==> src/rtl/mem_arbiter.sv <==
// Two-master (fetch / data) arbiter in front of the single-port RAM; grant is
// registered, muxing is combinational. Define ARB_ROUND_ROBIN_EN for fair ties.
module mem_arbiter #(
  parameter int MEM_DEPTH = 4096,
  parameter int IDX_W     = $clog2(MEM_DEPTH) - 3
) (
  input  logic             clk,
  input  logic             rst,
  input  logic             if_req,
  input  logic [63:0]      if_addr,
  output logic [31:0]      if_rdata,
  output logic             if_valid,
  input  logic             d_ren,
  input  logic             d_wen,
  input  logic [63:0]      d_addr,
  input  logic [63:0]      d_wdata,
  input  logic [7:0]       d_wmask,
  output logic [63:0]      d_rdata,
  output logic             d_valid,
  output logic             ram_ren,
  output logic             ram_wen,
  output logic [IDX_W-1:0] ram_addr,
  output logic [63:0]      ram_wdata,
  output logic [7:0]       ram_wmask,
  input  logic [63:0]      ram_rdata,
  input  logic             ram_valid
);

  typedef enum logic [1:0] {IDLE, GNT_IF, GNT_D} state_t;

  state_t state, pick;
  logic   d_req, d_wins_tie, gnt_if, gnt_d;
  logic   unused_addr_bits;

  assign d_req = d_ren | d_wen;
  assign unused_addr_bits = ^{if_addr[63:IDX_W+3], if_addr[1:0],
                              d_addr[63:IDX_W+3], d_addr[2:0]};

`ifdef ARB_ROUND_ROBIN_EN
  logic last_d;

  always_ff @(posedge clk) begin
    if (rst)                                last_d <= 1'b0;
    else if (ram_valid && state == GNT_D)   last_d <= 1'b1;
    else if (ram_valid && state == GNT_IF)  last_d <= 1'b0;
  end

  assign d_wins_tie = ~last_d;
`else
  assign d_wins_tie = 1'b1;
`endif

  always_comb begin
    pick = IDLE;
    if (d_req && (!if_req || d_wins_tie)) pick = GNT_D;
    else if (if_req)                      pick = GNT_IF;
  end

  // Completion wins over a dropped request; otherwise a drop aborts to IDLE.
  always_ff @(posedge clk) begin
    if (rst) state <= IDLE;
    else begin
      case (state)
        IDLE:    state <= pick;
        GNT_IF:  if (ram_valid)   state <= pick;
                 else if (!if_req) state <= IDLE;
        GNT_D:   if (ram_valid)   state <= pick;
                 else if (!d_req)  state <= IDLE;
        default: state <= IDLE;
      endcase
    end
  end

  // Reset masks the grant in the same cycle so nothing leaks while rst is high.
  assign gnt_if = (state == GNT_IF) & ~rst;
  assign gnt_d  = (state == GNT_D)  & ~rst;

  assign ram_ren   = gnt_if | (gnt_d & d_ren & ~d_wen);
  assign ram_wen   = gnt_d & d_wen;
  assign ram_addr  = gnt_if ? if_addr[IDX_W+2:3] :
                     gnt_d  ? d_addr[IDX_W+2:3]  : '0;
  assign ram_wdata = gnt_d ? d_wdata : 64'h0;
  assign ram_wmask = gnt_d ? d_wmask : 8'h0;

  assign if_valid = gnt_if & ram_valid;
  assign d_valid  = gnt_d & ram_valid;
  assign if_rdata = if_addr[2] ? ram_rdata[63:32] : ram_rdata[31:0];
  assign d_rdata  = ram_rdata;

endmodule

==> config.mk <==
export PLATFORM = sky130hd
export DESIGN_NAME = mem_arbiter
export DESIGN_NICKNAME = d
export VERILOG_FILES = /design/src/rtl/mem_arbiter.sv
export SDC_FILE = /design/constraint.sdc
export NUM_CORES = 1
export LEC_CHECK = 0
export CORE_AREA = 2 2 177 179
export CTS_BUF_LIST = sky130_fd_sc_hd__clkbuf_4 sky130_fd_sc_hd__clkbuf_8
export CTS_CLUSTER_SIZE = 10
export DETAILED_ROUTE_END_ITERATION = 8
export DIE_AREA = 0 0 179 181
export MAX_ROUTING_LAYER = met4
export RECOVER_POWER = 25
export SLEW_MARGIN = 20
export SYNTH_ARGS = -nofsm -noshare
export SYNTH_HDL_FRONTEND = slang
export SYNTH_SLANG_ARGS = --single-unit
==> constraint.sdc <==
create_clock -name clk -period 1.9 [get_ports clk]
set_clock_uncertainty 0.1 [all_clocks]
set_input_delay 0.475 -clock clk [delete_from_list [all_inputs] [get_ports clk]]
set_output_delay 0.475 -clock clk [all_outputs]
set_load 0.05 [all_outputs]
Word-level counts from Yosys, hierarchy flattened
Cells that the tools add are included.
{"block": "totals", "regBits": 2, "output_inout_bits": 181}
{"block": "op_classes", "n_eq_ne": 4, "muxes": 12, "n_bitwise": 11, "reduce_logical": 2}
{"op": "$mux 64", "n": 1}
{"op": "$mux 32", "n": 1}
{"op": "$mux 9", "n": 2}
{"op": "$mux 2", "n": 5}
{"op": "$mux 8", "n": 1}
{"op": "$and 1x1->1", "n": 7}
{"op": "$ne 3x3->1 const B", "n": 2}
{"op": "$pmux 2 s3", "n": 1}
{"op": "$eq 2x1->1 const B", "n": 1}
{"op": "$eq 2x2->1 const B", "n": 1}
{"op": "$logic_not 2->1", "n": 1}
{"op": "$not 1->1", "n": 2}
{"op": "$or 1x1->1", "n": 2}
{"op": "$reduce_and 2->1", "n": 1}
{"op": "$mux 1", "n": 1}

Logic depth before layout (Yosys ltp)
Gate-level depths: netlist of run 1.
{"block": "logic_depth", "depth_word": 5, "depth_mapped": 6}

Least setup slack after synthesis of run 1
No wires, ideal clock.
{"block": "synth_timing", "path_type": "reg-to-output", "start": "reg state[1]", "end": "out ram_addr[7]", "t_arrival_ps": 1716, "required_time_ps": 1325, "slack_ps": -391, "stages_incl_launch_ff": 6, "path_buffers": 1, "path_cell_list": "dfxtp_1 > inv_1 > ha_1 > clkbuf_1 > nand3b_1 > a21oi_1"}
{"block": "synth_via", "elab_chain_cells": 4, "word_cells_on_any_way": 6, "classes_between": "eq/ne: 2; mux: 2; bitwise: 2"}
{"item": "from (decl)", "line_no": "31", "rtl": "state_t state, pick;"}
{"item": "from (signal assigned)", "line_no": "64", "rtl": "IDLE: state <= pick;"}
{"item": "from (signal assigned)", "line_no": "65", "rtl": "GNT_IF: if (ram_valid) state <= pick;"}
{"item": "from (signal assigned)", "line_no": "67", "rtl": "GNT_D: if (ram_valid) state <= pick;"}
{"item": "$eq 2x2->1", "line_no": "76", "rtl": "assign gnt_d = (state == GNT_D) & ~rst;"}
{"item": "$and 1x1->1", "line_no": "76"}
{"item": "$mux 9", "line_no": "81", "rtl": "gnt_d ? d_addr[IDX_W+2:3] : '0;"}
{"item": "$mux 9 *", "line_no": "80", "rtl": "assign ram_addr = gnt_if ? if_addr[IDX_W+2:3] :"}
{"item": "to (decl)", "line_no": "22", "rtl": "output logic [IDX_W-1:0] ram_addr,"}
Every way passes the cells marked *; elsewhere a longest branch is shown, timed or not.

Final worst setup path of run 1
{"block": "layout_timing", "start": "reg state[0]", "end": "out ram_wmask[7]"}
{"block": "layout_via", "elab_chain_cells": 3}
{"item": "$eq 2x2->1", "line_no": "76"}
{"item": "$and 1x1->1", "line_no": "76"}
{"item": "$mux 8", "line_no": "83", "rtl": "assign ram_wmask = gnt_d ? d_wmask : 8'h0;"}
{"item": "to (decl)", "line_no": "24", "rtl": "output logic [7:0] ram_wmask,"}
Every way passes these cells.

==> results of run 1 <==
[worst max-delay path: cells and delay by family (launching register included)]
| family | cells | cell delay, ps |
|---|---|---|
| and+or+nand+nor | 2 | 410 |
| adders and majority gates | 1 | 120 |
| buffers and inverters | 4 | 510 |
| DFF | 1 | 310 |
[cells in the final DEF, fill, tap and decap left out, types with 2 or more instances in the layout]
| master | netlist | final |
|---|---|---|
| nand3b_1 | 9 | 9 |
| dfxtp_2 | 0 | 2 |
| a21oi_1 | 12 | 3 |
| and2_4 | 0 | 69 |
| ha_1 | 4 | 2 |
| mux2_1 | 32 | 2 |
| dlymetal6s2s_1 | 0 | 9 |
| a21oi_2 | 0 | 7 |
| and2_2 | 0 | 4 |
| buf_4 | 74 | 73 |
| buf_12 | 0 | 134 |
| nand2_1 | 10 | 10 |
| ha_4 | 0 | 2 |
| mux2_4 | 0 | 28 |
| diode_2 | 0 | 2 |
| buf_6 | 0 | 10 |
| clkbuf_1 | 2 | 4 |
| clkbuf_8 | 0 | 3 |
| buf_8 | 0 | 28 |
| clkdlybuf4s50_1 | 0 | 91 |
| a21oi_4 | 0 | 2 |
| inv_1 | 3 | 2 |
| mux2_2 | 0 | 2 |
| o21ai_0 | 2 | 2 |
| buf_16 | 0 | 5 |
| dlygate4sd2_1 | 0 | 61 |
| nor2_2 | 0 | 2 |
| clkbuf_2 | 0 | 16 |
| and2_1 | 75 | 2 |
| nor2b_1 | 2 | 2 |
[routing by layer]
metal	wire length [um]	global-route usage	vias up
met2	9210	0.184	133
met5	0	-	-
li1	-	-	1438
met1	7570	0.138	1402
met3	1390	0.0278	8
met4	124	0.0185	0
[through the flow]
stage	setup TNS [ps]	instance area (um2)	instances
after floorplan	-934	1970	242
final	-15270	7670	995
after detailed placement	-47860	7380	979
after global routing	-21810	7670	995
after global placement	-47680	7380	979
after CTS	-17190	7970	994
[repair_timing]
item	in CTS	in global routing
gates cloned	6	0
resized for setup	201	9
hold buffers	0	0
pin swaps	33	0
endpoints found under the setup margin	118	91
setup buffers	7	0
[area by class of cell]
class                   count  area (um2)  share of cell area
diodes                      2        5.00            0.000652
flip-flops and latches      2        42.5             0.00554
repair buffers            432        5560               0.725
inverters                   3        11.3             0.00147
well taps                 396         495              0.0646
multi-input cells         157        1510               0.197
clock buffers               3        41.3             0.00538
[report_power, final]
part           switching [W]  total (W)  internal, W
Sequential        0.00000385  0.0000503    0.0000465
Combinational        0.00123    0.00245      0.00123
Clock              0.0000376   0.000172     0.000134
Total                0.00127    0.00268      0.00141
[logic make-up (layout without fill, tap and decap cells)]
family,Yosys count,count (layout),synth area share
flip-flops,2,2,0.0226
buffers and inverters,83,438,0.335
AND/OR/NAND/NOR,102,102,0.350
adder cells (fa/ha/maj),4,4,0.0282
other,0,2,0
AO/OA/AOI/OAI,19,19,0.0614
multiplexers,32,32,0.203
[synthesized netlist by cell type (3+ instances only)]
library cell  instances  area share
and2_1               75        0.26
ha_1                  4       0.028
buf_2                 4       0.011
a21oi_1              12       0.034
inv_1                 3      0.0063
nand2_1              10       0.021
buf_4                74        0.31
nand3b_1              9       0.038
mux2_1               32        0.20
[worst max path at each step]
stage	to	slack (ps)	cells after the start
after floorplan	ram_addr[7]	-100	5
after global placement	ram_wmask[5]	-500	6
after detailed placement	ram_wmask[5]	-510	6
after CTS	ram_wdata[40]	-260	8
after global routing	ram_wdata[43]	-320	8
final	ram_wmask[7]	-250	7
==> summary.md, run 1 <==
| Metric | Value |
|---|---|
| Total core area | 30,300 um2 |
| DRT iter0 DRCs | 61 |
| Top_reg_cell synth | dfxtp_1 |
| Port buffer count | 341 |
| Worst R2R End | state[0] |
| Kind of critical path | reg -> out |
| Pwr Density | 349 nW/um2 |
| Crit. Startpoint | state[0] |
| RSZ-0062 raised after global routing | yes |
| Die height | 181 um |
| Worst hold path endpoint | state[1] |
| Max Slew Vio Count | 0 |
| Overall routed net length | 18,300 um |
| Starting Density | 0.0585 |
| Reg2reg start | state[1] |
| First-pass GRT wire length | 25,200 um |
| WP data required | 1320 ps |
| Dpl ws | -512 ps |
| Clock transition at path regs | 30 ps |
| Min-delay src | state[1] |
| Max Cap Violations | 0 |
| Worst slew pin tran | 603 ps |
| Rel. slew slack | 0.600 |
| Total CTS buffers | 3 |
| WHS Path Cells | 4 |
| Initial antenna violation count | 2 |
| Core Rows | 64 |
| Gpl congestion | 0.899 |
| R2R setup slack | 380 ps |
| Leak | 3.43 nW |
| Regs by FF count | state: 2 flops |
| Ys Warns | 0 |
| Area Overhead vs Synth | 332% |
| Register area share after synthesis | 0.0226 |
| DR WL/cell | 18.4 um |
| Count of different cell masters after synthesis | 23 |
| Synth Area per Inst | 7.33 um2 |
| Worst path most repeated cell | buf_12 |
| Reg2Reg Depth | 7 |
| Crit-path slowest cell | dfxtp_2 |
| Worst hold-check path type | reg -> reg |
| Total grt overflow | 0 |
| GRT Total Usage | 0.111 |
| Overall Power | 0.00268 W |
| Syn nets | 516 |
| Clk buf depth | 2 |
| Crit path largest cell delay | 310 ps |
| Routed Antenna Nets | 0 |
| Max FFs per register | 2 |
| Clk sinks | 2 |
| Residual DRC | 0 |
| CP Capture Type | output port |
| Run status | complete, but fails checks |
| Post-layout util | 0.253 |
| Fmax | 465 MHz |
| Worst path arrival time | 1570 ps |
| Number of synthesized flops with an enable pin | 0 |
| DR vias | 2,981 |
| Filler cells | 3,179 |
| Ratio of cells with drive above 1 in the final layout | 0.655 |
| Failing checks | negative setup slack |
| Largest net degree at the start of global routing | 30 |
| Register bit count reported by yosys | 2 |
| Worst-Skew Late Latency | 210 ps |
| Startpoint types | register |
| Fin worst setup slack | -250 ps |
| Root Driver | clkbuf_8 |
| Vias in the first global route | 3,293 |
| Ys async rst share | 0 |
| IO Pins | 451 |
| Cell Area, Synth | 1770 um2 |
| Nets | 873 |
| Cells after Synth | 242 |
| Max VDD drop | 0.000376 V |
| Ratio of final minimum period to clock period | 1.13 |
| Largest reg by FF count | state |
| Chip width | 179 um |
| Hold Slack | 665 ps |
| Die area | 32,400 um2 |
| Cell Chain, Critical Path | inv_2 -> ha_4 -> nor2b_4 -> buf_12 -> buf_12 -> and2_1 -> buf_12 |
| H-tree Lvls | 1 |
| Critical Path Fanout Max | 8 |
| DRT Pass-1 Iters | 4 |
| Final Hold Viols | 0 |
| Endpoints failing setup | 85 |
| Vias per Instance | 3.00 |
| Post-route minimum period | 2150 ps |
| CTS tree | done |
| DP Wirelength | 15,700 um |
Power figures use the tool's default switching activity.
==> run 2: changes to the inputs <==
--- a/config.mk
+++ b/config.mk
@@ -5,11 +5,11 @@
 export SDC_FILE = /design/constraint.sdc
 export NUM_CORES = 1
 export LEC_CHECK = 0
-export CORE_AREA = 2 2 177 179
+export CORE_AREA = 5 5 170 172
 export CTS_BUF_LIST = sky130_fd_sc_hd__clkbuf_4 sky130_fd_sc_hd__clkbuf_8
 export CTS_CLUSTER_SIZE = 10
 export DETAILED_ROUTE_END_ITERATION = 8
-export DIE_AREA = 0 0 179 181
+export DIE_AREA = 0 0 175 177
 export MAX_ROUTING_LAYER = met4
 export RECOVER_POWER = 25
 export SLEW_MARGIN = 20
==> run 2 against run 1 <==
Against the previous run:
- the flow still finishes with violations (negative setup slack)
- wire length is 12% lower
- die area is 4.4% lower
- hold slack worse by 110 ps
- register-to-register slack worse by 60 ps
- setup slack worse by 16 ps
- clock power is 5% lower
- utilization is 3.0 points higher
==> summary.md, run 2 (same netlist as run 1, synthesis figures left out) <==
| Metric | Value |
|---|---|
| Crit path largest cell delay | 310 ps (about the same) |
| Final Hold Viols | 0 (unchanged) |
| Worst-Skew Late Latency | 210 ps (about the same) |
| Commonest cells after routing, fill and taps aside | 134 x buf_12, 92 x clkdlybuf4s50_1, 70 x buf_4, 62 x dlygate4sd2_1, 61 x and2_4 |
| Total core area | 27,300 um2 (-10%) |
| Core Rows | 61 (-4.7%) |
| DR WL/cell | 16.8 um (-8.8%) |
| Post-layout util | 0.282 (+0.0295) |
| DR vias | 2,963 (-0.60%) |
| Ratio of final minimum period to clock period | 1.14 (+0.00852) |
| Fin worst setup slack | -266 ps (-16.2 ps) |
| Max Slew Vio Count | 0 (unchanged) |
| Worst slew pin tran | 630 ps (+27.1 ps) |
| Reg2Reg Depth | 8 (+1) |
| Crit-path slowest cell | dfxtp_2 |
| Largest reg by FF count | state |
| First-pass GRT wire length | 22,100 um (-12%) |
| Routed Antenna Nets | 0 (unchanged) |
| Largest net degree at the start of global routing | 24 (-20%) |
| Regs by FF count | state: 2 flops |
| CP Capture Type | output port |
| GRT Total Usage | 0.0986 (-0.0128) |
| Pwr Density | 342 nW/um2 (-1.9%) |
| Chip width | 175 um (-2.2%) |
| Vias per Instance | 3.10 (+3.3%) |
| Filler cells | 2,826 (-11%) |
| CTS tree | done |
| IO Pins | 451 (unchanged) |
| Worst path most repeated cell | buf_12 |
| Residual DRC | 0 (unchanged) |
| Failing checks | negative setup slack |
| Post-route minimum period | 2170 ps (+16.2 ps) |
| Gpl congestion | 0.764 (-15%) |
| Max FFs per register | 2 (unchanged) |
| Ratio of cells with drive above 1 in the final layout | 0.629 (-0.0264) |
| Starting Density | 0.0649 (+0.00647) |
| DRT Pass-1 Iters | 4 (unchanged) |
| Leak | 3.46 nW (+1.1%) |
| Total grt overflow | 0 (unchanged) |
| Nets | 871 (-0.23%) |
| Clk sinks | 2 (unchanged) |
| WP data required | 1320 ps (about the same) |
| Startpoint types | register |
| Hold_buf cts | 0 (unchanged) |
| Max Cap Violations | 0 (unchanged) |
| Hold Slack | 553 ps (-111 ps) |
| Kind of critical path | reg -> out |
| Endpoints failing setup | 85 (unchanged) |
| R2R setup slack | 320 ps (-60 ps) |
| Initial antenna violation count | 19 (+17) |
| Area Overhead vs Synth | 335% |
| WP buf/inv | 5 (+1) |
| Max VDD drop | 0.000269 V (-28%) |
| Dpl ws | -454 ps (+57.8 ps) |
| Most common cell after layout, fill and taps aside | buf_12 |
| DP Wirelength | 13,800 um (-12%) |
| Clock transition at path regs | 30 ps (about the same) |
| DP Cell Count | 921 (-5.9%) |
| Worst hold path endpoint | state[1] |
| Worst R2R End | state[1] |
| Critical Path Fanout Max | 7 (-1) |
| Cell Chain, Critical Path | inv_2 -> ha_4 -> nor2b_4 -> buf_12 -> buf_8 -> buf_16 -> and2_4 -> buf_12 |
| Clk buf depth | 2 (unchanged) |
| WHS Path Cells | 3 (-1) |
| Vias in the first global route | 3,231 (-1.9%) |
| Reg2reg start | state[0] |
| Rel. slew slack | 0.582 (-0.0180) |
| Top cell family by delay on the critical path | buffers and inverters |
| Overall routed net length | 16,100 um (-12%) |
| Die height | 177 um (-2.2%) |
| Worst path arrival time | 1590 ps (+20 ps) |
| Fmax | 462 MHz (-0.75%) |
| Die area | 31,000 um2 (-4.4%) |
| Min-delay src | state[1] |
| DRT iter0 DRCs | 26 (-57%) |
| H-tree Lvls | 1 (unchanged) |
| Port buffer count | 341 (unchanged) |
| Run status | complete, but fails checks |
| Worst hold-check path type | reg -> reg |
| Total CTS buffers | 3 (unchanged) |
| Fin cells | 957 (-3.8%) |
| Root Driver | clkbuf_8 |
| RSZ-0062 raised after global routing | yes |
## run 2: cell count changes in the layout (fill, tap and decap cells not counted), sizes merged
cell	change
buf	-3
clkbuf	-5
clkdlybuf4s50	+1
diode	+14
dlygate4sd2	+1
dlymetal6s2s	+4
## run 2: worst max-delay path by stage
stage             start       endpoint  slack [ps]  cells after the start
6_report       state[0]  ram_wdata[11]        -270                      8
5_1_grt        state[0]  ram_wdata[11]        -320                      8
4_1_cts        state[0]  ram_wdata[11]        -280                      8
3_5_place_dp        rst  ram_wdata[18]        -450                      5
3_3_place_gp        rst  ram_wdata[18]        -440                      5
2_1_floorplan  state[1]    ram_addr[7]        -100                      5
## run 2: worst min-delay path: stages (launching register included)
cell and delay (ps):
dfxtp_4 350, nor2b_1 120, o21ai_0 70, a21oi_1 70
## run 2: area by class of cell
class / instances / area, um2 / share of cell area
multi-input combinational: 157 / 1510 / 0.195
tap: 346 / 433 / 0.0561
clock buffer: 3 / 41.3 / 0.00535
timing repair buffer: 430 / 5640 / 0.731
inverter: 3 / 11.3 / 0.00146
antenna: 16 / 40.0 / 0.00519
sequential: 2 / 45.0 / 0.00584
## run 2: power breakdown
| part | switching [W] | internal [W] |
|---|---|---|
| combinational | 0.00119 | 0.00123 |
| clock | 0.0000306 | 0.000134 |
| sequential | 0.00000457 | 0.0000465 |
| total | 0.00122 | 0.00142 |
## run 2: layer usage
layer  GRT usage  up-vias  part of all wire  wire (um)
met5           -        -                 0          0
met4     0.00949        0            0.0065        105
met3      0.0395        4              0.11       1840
met2       0.179      214              0.51       8210
met1       0.105     1296              0.37       5900
li1            -     1449                 -          -
## run 2: metrics by stage
| step | setup TNS [ps] | total power [W] | cell area, um2 |
|---|---|---|---|
| finish | -16250 | 0.00264 | 7710 |
| global route | -21210 | 0.00274 | 7710 |
| CTS | -16810 | 0.00278 | 7960 |
| detailed placement | -36040 | 0.00237 | 7250 |
| global placement | -34730 | 0.00236 | 7250 |
| floorplan | -934 | 0.00114 | 1970 |
## run 2: what timing repair did
action	4_1_cts	5_1_grt
setup endpoints to repair	118	89
cloned	8	0
buffers inserted	10	1
pin swaps	47	2
resized for setup	184	7
